### src/rtl/puerta_motor_drv_if.sv
// Door-FSM to motor-driver bundle: motor requests, limits and fault clear in,
// H-bridge drive, duty and state out.
interface puerta_motor_drv_if #(
   parameter int PWM_W = 8
);
   logic             ena;
   logic             ma_req;
   logic             mc_req;
   logic             la;
   logic             lc;
   logic             clr_fault;
   logic             pwm_open;
   logic             pwm_close;
   logic             brake;
   logic             fault;
   logic [PWM_W-1:0] duty;
   logic [2:0]       state;

   modport master (
      output ena, ma_req, mc_req, la, lc, clr_fault,
      input  pwm_open, pwm_close, brake, fault, duty, state
   );

   modport slave (
      input  ena, ma_req, mc_req, la, lc, clr_fault,
      output pwm_open, pwm_close, brake, fault, duty, state
   );
endinterface

### src/rtl/puerta_motor_drv.sv
// H-bridge driver for the door motor: dead-time, soft-start ramp, limit cutoff,
// run timeout and latched fault. MOTOR_SOFTSTART_EN enables the duty ramp.
module puerta_motor_drv #(
   parameter int DEAD_CYC = 16,
   parameter int PWM_W    = 8,
   parameter int RAMP_DIV = 4,
   parameter int TIMEOUT  = 1000000
) (
   input logic               clk,
   input logic               rst,
   puerta_motor_drv_if.slave bus
);
   localparam int DW = $clog2(DEAD_CYC + 1);
   localparam int TW = $clog2(TIMEOUT + 1);
   localparam logic [PWM_W-1:0] DUTY_MAX  = {PWM_W{1'b1}};
   localparam logic [DW-1:0]    DEAD_LAST = DW'(DEAD_CYC - 1);
   localparam logic [TW-1:0]    RUN_LAST  = TW'(TIMEOUT - 1);

   if (DEAD_CYC < 1 || RAMP_DIV < 1 || TIMEOUT < 2) begin : g_bad_param
      $error("puerta_motor_drv: DEAD_CYC>=1, RAMP_DIV>=1, TIMEOUT>=2 required");
   end

`ifdef MOTOR_SOFTSTART_EN
   localparam int RW = $clog2(RAMP_DIV + 1);
   localparam logic [RW-1:0]    RAMP_LAST  = RW'(RAMP_DIV - 1);
   localparam logic [PWM_W-1:0] ENTRY_DUTY = '0;
   logic [RW-1:0] ramp_cnt;
`else
   localparam logic [PWM_W-1:0] ENTRY_DUTY = DUTY_MAX;
`endif

   typedef enum logic [2:0] {
      S_IDLE  = 3'd0,
      S_DEAD  = 3'd1,
      S_OPEN  = 3'd2,
      S_CLOSE = 3'd3,
      S_FAULT = 3'd4
   } st_t;

   st_t              st;
   logic             dir_close;
   logic [PWM_W-1:0] pwm_cnt;
   logic [PWM_W-1:0] duty_r;
   logic [DW-1:0]    dead_cnt;
   logic [TW-1:0]    run_cnt;
   logic             pwm_open_q, pwm_close_q, brake_q, fault_q;

   logic both_req, own_req, own_lim, opp_req, drive;
   assign both_req = bus.ma_req & bus.mc_req;
   assign own_req  = dir_close ? bus.mc_req : bus.ma_req;
   assign own_lim  = dir_close ? bus.lc : bus.la;
   assign opp_req  = dir_close ? bus.ma_req : bus.mc_req;
   assign drive    = (duty_r == DUTY_MAX) || (pwm_cnt < duty_r);

   always_ff @(posedge clk or posedge rst) begin
      if (rst) begin
         st          <= S_IDLE;
         dir_close   <= 1'b0;
         pwm_cnt     <= '0;
         duty_r      <= '0;
         dead_cnt    <= '0;
         run_cnt     <= '0;
`ifdef MOTOR_SOFTSTART_EN
         ramp_cnt    <= '0;
`endif
         pwm_open_q  <= 1'b0;
         pwm_close_q <= 1'b0;
         brake_q     <= 1'b1;
         fault_q     <= 1'b0;
      end else if (!bus.ena) begin
         // Frozen: state and counters hold, bridge parked in brake.
         pwm_open_q  <= 1'b0;
         pwm_close_q <= 1'b0;
         brake_q     <= 1'b1;
      end else begin
         pwm_cnt     <= pwm_cnt + 1'b1;
         pwm_open_q  <= (st == S_OPEN) && drive;
         pwm_close_q <= (st == S_CLOSE) && drive;
         brake_q     <= (st == S_IDLE) || (st == S_FAULT);
         fault_q     <= (st == S_FAULT);
         case (st)
            S_IDLE: begin
               duty_r <= '0;
               if (both_req) st <= S_FAULT;
               else if (bus.ma_req && !bus.la) begin
                  st <= S_DEAD; dir_close <= 1'b0; dead_cnt <= '0;
               end else if (bus.mc_req && !bus.lc) begin
                  st <= S_DEAD; dir_close <= 1'b1; dead_cnt <= '0;
               end
            end
            S_DEAD: begin
               duty_r <= '0;
               if (both_req) st <= S_FAULT;
               else if (own_lim || !own_req) st <= S_IDLE;
               else if (dead_cnt == DEAD_LAST) begin
                  st      <= dir_close ? S_CLOSE : S_OPEN;
                  run_cnt <= '0;
                  duty_r  <= ENTRY_DUTY;
`ifdef MOTOR_SOFTSTART_EN
                  ramp_cnt <= '0;
`endif
               end else dead_cnt <= dead_cnt + 1'b1;
            end
            S_OPEN, S_CLOSE: begin
               if (both_req) begin
                  st <= S_FAULT; duty_r <= '0;
               end else if (own_lim) begin
                  st <= S_IDLE; duty_r <= '0;
               end else if (opp_req) begin
                  // Reversal always passes back through the dead-time.
                  st <= S_DEAD; dir_close <= !dir_close; dead_cnt <= '0; duty_r <= '0;
               end else if (!own_req) begin
                  st <= S_IDLE; duty_r <= '0;
               end else if (run_cnt == RUN_LAST) begin
                  st <= S_FAULT; duty_r <= '0;
               end else begin
                  run_cnt <= run_cnt + 1'b1;
`ifdef MOTOR_SOFTSTART_EN
                  if (ramp_cnt == RAMP_LAST) begin
                     ramp_cnt <= '0;
                     if (duty_r != DUTY_MAX) duty_r <= duty_r + 1'b1;
                  end else ramp_cnt <= ramp_cnt + 1'b1;
`endif
               end
            end
            S_FAULT: begin
               duty_r <= '0;
               if (bus.clr_fault && !bus.ma_req && !bus.mc_req) st <= S_IDLE;
            end
            default: st <= S_IDLE;
         endcase
      end
   end

   assign bus.pwm_open  = pwm_open_q;
   assign bus.pwm_close = pwm_close_q;
   assign bus.brake     = brake_q;
   assign bus.fault     = fault_q;
   assign bus.duty      = duty_r;
   assign bus.state     = st;
endmodule

### src/flat_wrapper.sv
// flat-port wrapper written by rule: the top's interface ports become plain ports
module puerta_motor_drv_flat 
#(
   parameter int DEAD_CYC = 16,
   parameter int PWM_W    = 8,
   parameter int RAMP_DIV = 4,
   parameter int TIMEOUT  = 1000000
)
  (clk, rst, bus_ena, bus_ma_req, bus_mc_req, bus_la, bus_lc, bus_clr_fault, bus_pwm_open, bus_pwm_close, bus_brake, bus_fault, bus_duty, bus_state);
  puerta_motor_drv_if #(.PWM_W(PWM_W)) bus_i ();
  input logic clk;
  input logic rst;
  input wire logic [$bits(bus_i.ena)-1:0] bus_ena;
  input wire logic [$bits(bus_i.ma_req)-1:0] bus_ma_req;
  input wire logic [$bits(bus_i.mc_req)-1:0] bus_mc_req;
  input wire logic [$bits(bus_i.la)-1:0] bus_la;
  input wire logic [$bits(bus_i.lc)-1:0] bus_lc;
  input wire logic [$bits(bus_i.clr_fault)-1:0] bus_clr_fault;
  output wire logic [$bits(bus_i.pwm_open)-1:0] bus_pwm_open;
  output wire logic [$bits(bus_i.pwm_close)-1:0] bus_pwm_close;
  output wire logic [$bits(bus_i.brake)-1:0] bus_brake;
  output wire logic [$bits(bus_i.fault)-1:0] bus_fault;
  output wire logic [$bits(bus_i.duty)-1:0] bus_duty;
  output wire logic [$bits(bus_i.state)-1:0] bus_state;
  assign bus_i.ena = bus_ena;
  assign bus_i.ma_req = bus_ma_req;
  assign bus_i.mc_req = bus_mc_req;
  assign bus_i.la = bus_la;
  assign bus_i.lc = bus_lc;
  assign bus_i.clr_fault = bus_clr_fault;
  assign bus_pwm_open = bus_i.pwm_open;
  assign bus_pwm_close = bus_i.pwm_close;
  assign bus_brake = bus_i.brake;
  assign bus_fault = bus_i.fault;
  assign bus_duty = bus_i.duty;
  assign bus_state = bus_i.state;
  puerta_motor_drv #(.DEAD_CYC(DEAD_CYC), .PWM_W(PWM_W), .RAMP_DIV(RAMP_DIV), .TIMEOUT(TIMEOUT)) u_core (.clk(clk), .rst(rst), .bus(bus_i));
endmodule
### config.mk
export PLATFORM = sky130hd
export DESIGN_NAME = puerta_motor_drv_flat
export DESIGN_NICKNAME = d
export VERILOG_FILES = /design/src/rtl/puerta_motor_drv_if.sv /design/src/rtl/puerta_motor_drv.sv /design/src/flat_wrapper.sv
export SDC_FILE = /design/constraint.sdc
export NUM_CORES = 1
export LEC_CHECK = 0
export ABC_AREA = 0
export CORE_MARGIN = 5
export CORE_UTILIZATION = 40
export CTS_CLUSTER_SIZE = 24
export DETAILED_ROUTE_END_ITERATION = 6
export MAX_ROUTING_LAYER = met4
export SETUP_SLACK_MARGIN = 0.02
export SYNTH_ARGS = -nofsm -noshare
export SYNTH_HDL_FRONTEND = slang
export SYNTH_SLANG_ARGS = --single-unit
### constraint.sdc
create_clock -name clk -period 3.9 [get_ports clk]
set_input_delay 0.39 -clock clk [delete_from_list [all_inputs] [get_ports clk]]
set_output_delay 0.39 -clock clk [all_outputs]
set_load 0.05 [all_outputs]
==> results.yml <==
detailed_routing:
  drtPass1Iterations: 4
  viasPerCell: 5.74
  wirelength_mm: 5.77
  drc_errors: 0
  initialDrtViolationCount: 148
  wl_per_cell_um: 14.7
  ant_nets: 0
  vias: 2250
die:
  start_util_pct: 40.8
  die_area_um2: 8650
  placementRows: 30
  die_h_um: 93.0
  io_pins: 23
  dieWidth_um: 93.0
  coreArea_um2: 6760
pwr:
  p_sw_mw: 0.515
  comb_power_share_pct: 31.1
  swShare_pct: 34.5
  irDropWorstVdd_mv: 0.152
  seq_power_share_pct: 40.8
  p_leak_nw: 1.24
  p_int_mw: 0.979
  power_per_cell_area_nw_per_um2: 486
  p_clk_share_pct: 28.1
grt:
  grt_first_pass_wirelength_mm: 10.0
  track_usage_pct: 14.5
  grt-ovfl-total: 0
  grt_pass1_vias: 2105
  antenna_found_initial: 0
  grt_max_degree: 43
critical_path:
  end_kind: "flip-flop"
  max_stage_delay_ps: 620
  crit_slowest_cell: "clkdlybuf4s50_1"
  r2r_cells: 4
  arrival_ps: 2630
  r2r_slack_ps: 1530
  required_ps: 4120
  path_cells: "clkdlybuf4s50_1, nor4b_4, o211ai_4, a21oi_1, nand4_1, o21ai_0"
  crit_path_max_fanout: 12
  r2r-end: "u_core.run_cnt[9]"
  reg2reg_from: "u_core.bus.state[2]"
  critPathKind: "in2reg"
  start_kind: "primary input"
worst_hold_path:
  whs_path_depth: 1
  min_from: "u_core.run_cnt[18]"
  hold-path-endpoint: "u_core.run_cnt[18]"
  hold_class: "reg2reg"
yosys:
  yosysWarnings: 0
  synth_top_family_by_area: "simple AND/OR/NAND/NOR gates"
  synth_compound_area_share_pct: 20.7
  ys.flop_type: "dfrtp_1"
  synthMuxAreaShare_pct: 3.09
  synth_edf_count: 0
  yosysUniqueCellTypes: 60
  ys_ff_latch: 42
  yosysSeqAreaShare_pct: 38.2
  synthAdderAreaFrac_pct: 4.99
  avgSynthCellArea_um2: 9.19
  synthSimpleGateAreaFrac_pct: 23.9
  syn_nets: 319
  synth_area_um2: 2760
  async_flop_share_pct: 100
  synth_cells: 300
  synth_xor_area_share_pct: 2.22
final_layout:
  layout_common_cells: "dfrtp_1, o21ai_0, nand2_1"
  fin_nets: 330
  areaGrowthSynthToFinish_pct: 11.6
  layout_commonest_cell: "dfrtp_1"
  final_layout_size_suffix_gt1_share_pct: 9.29
  layoutNonFillerInstCount: 392
  antennaDiodeCount: 0
clock_tree:
  cts_resized: 0
  cts_buffers: 5
  clk_pin_slew_worst_paths_ps: 90
  postCtsSetupRepairBufs: 0
  clock_sinks: 42
  ctsRootBufferMaster: "clkbuf_8"
  worst_skew_pair.late_latency_ps: 300
  cts_tree: "yes"
  cts_buffer_depth: 2
  hold_buffers: 0
  htreeDepth: 2
job:
  maxCapViolCount: 0
sta:
  rsz0062_at_grt: "no"
  skew_ps: 12.0
  drv_slew: 0
  min_period_over_period_pct: 61.9
  worst_pin_slew_ps: 822
  min_period_ps: 2410
  setup_viol_count_final: 0
  clock.fmax_mhz: 414
  tns_ps: 0
  slew-limit-headroom_pct: 45.2
  hold_violations: 0
placement:
  numPortBuffers: 22
  post-place-cells: 384
  gp_congestion: 0.791
  place_hpwl_mm: 4.08
outcome:
  status: "finished, final reports clean"
==> cells in the mapped netlist (2+ instances only) <==
cell type  count  area, um2
or2_2          2       12.5
nor3_1         7       35.0
inv_1          8       30.0
buf_4          8       60.1
o21ai_0       30        150
clkbuf_1       3       11.3
nand2_1       23       86.3
a21oi_1       19       95.1
clkbuf_8       3       41.3
dfrtp_1       41       1030
buf_2          4       20.0
mux2i_1        4       40.0
nor2b_1        2       12.5
nand2b_1       8       50.1
a31oi_1        5       31.3
a211oi_1       2       15.0
a21boi_0       2       15.0
o21ai_1        2       10.0
a21o_1         6       45.0
o31ai_1        5       37.5
and4_1         2       17.5
nor2_1        21       78.8
nand4_1       11       68.8
and2b_2        2       17.5
o211ai_1       4       30.0
nor4_1         3       18.8
ha_1          11        138
xnor2_1        6       52.6
mux2_2         4       45.0
and3_1         7       43.8
nand3_1       16       80.1
==> flip-flops by register name, summed over array words and instances, names as in the netlist <==
signal / count
u_core.run_cnt: 20
u_core.bus.fault: 1
u_core.bus.pwm_open: 1
u_core.dir_close: 1
u_core.pwm_cnt: 8
u_core.bus.brake: 1
u_core.bus.state: 3
u_core.dead_cnt: 5
u_core.bus.duty: 1
u_core.bus.pwm_close: 1
==> layer usage <==
metal	GRT usage [%]	vias up	wire length [um]
met3	3.22	5	271
met2	23.4	47	2670
li1	-	1127	-
met4	2.56	0	41
met5	-	-	0
met1	19.1	1071	2790
==> critical path: cells and delay by family <==
kind | cells | cell delay (ps)
AND/OR/NAND/NOR | 2 | 650
buffers and inverters | 1 | 620
AO/OA/AOI/OAI | 3 | 960
==> how the worst max path moves through the flow <==
stage | end | slack [ps] | depth (start not counted) | startpoint
2_1_floorplan | u_core.bus.pwm_open | 1650 | 7 | u_core.bus.duty[6]
3_5_place_dp | u_core.run_cnt[13] | 1210 | 6 | bus_mc_req
3_3_place_gp | u_core.run_cnt[13] | 1300 | 6 | bus_mc_req
5_1_grt | u_core.dead_cnt[3] | 1280 | 5 | u_core.bus.state[2]
4_1_cts | u_core.run_cnt[9] | 1470 | 4 | u_core.bus.state[2]
6_report | u_core.run_cnt[13] | 1490 | 6 | bus_mc_req
==> power by group through the flow <==
stage | registers [mW] | logic (mW) | clock network [mW]
global route | 0.627 | 0.525 | 0.449
detailed placement | 0.619 | 0.468 | 0
global placement | 0.619 | 0.465 | 0
CTS | 0.611 | 0.471 | 0.430
finish | 0.610 | 0.465 | 0.420
floorplan | 0.628 | 0.370 | 0
==> through the flow <==
step                      power, mW  area, um2  setup WS, ps  utilization [%]  hold WS, ps
final                          1.49       3080          1490             45.5          480
after global routing           1.60       3080          1280             45.5          498
after CTS                      1.51       3080          1470             45.5          484
after detailed placement       1.09       2940          1210             43.5          474
after global placement         1.08       2940          1300             43.5          468
after floorplan               0.997       2760          1650                -          437
==> logic make-up (layout without fill, tap and decap cells) <==
kind of cell,Yosys count,count (layout)
adder cells (fa/ha/maj),11,11
XOR/XNOR,7,7
AO/OA/AOI/OAI,87,87
multiplexers,8,8
flip-flops,42,42
AND/OR/NAND/NOR,116,116
buffers and inverters,29,41
==> layout make-up <==
| cell class | count | area (um2) |
|---|---|---|
| fill | 659 | 3680 |
| multi-input combinational | 229 | 1510 |
| sequential | 42 | 1050 |
| timing repair buffer | 25 | 243 |
| tap | 80 | 100 |
| clock buffer | 5 | 68.8 |
| clock inverter | 3 | 68.8 |
| inverter | 8 | 30.0 |
Note: power is estimated with default switching activity, not from simulation.
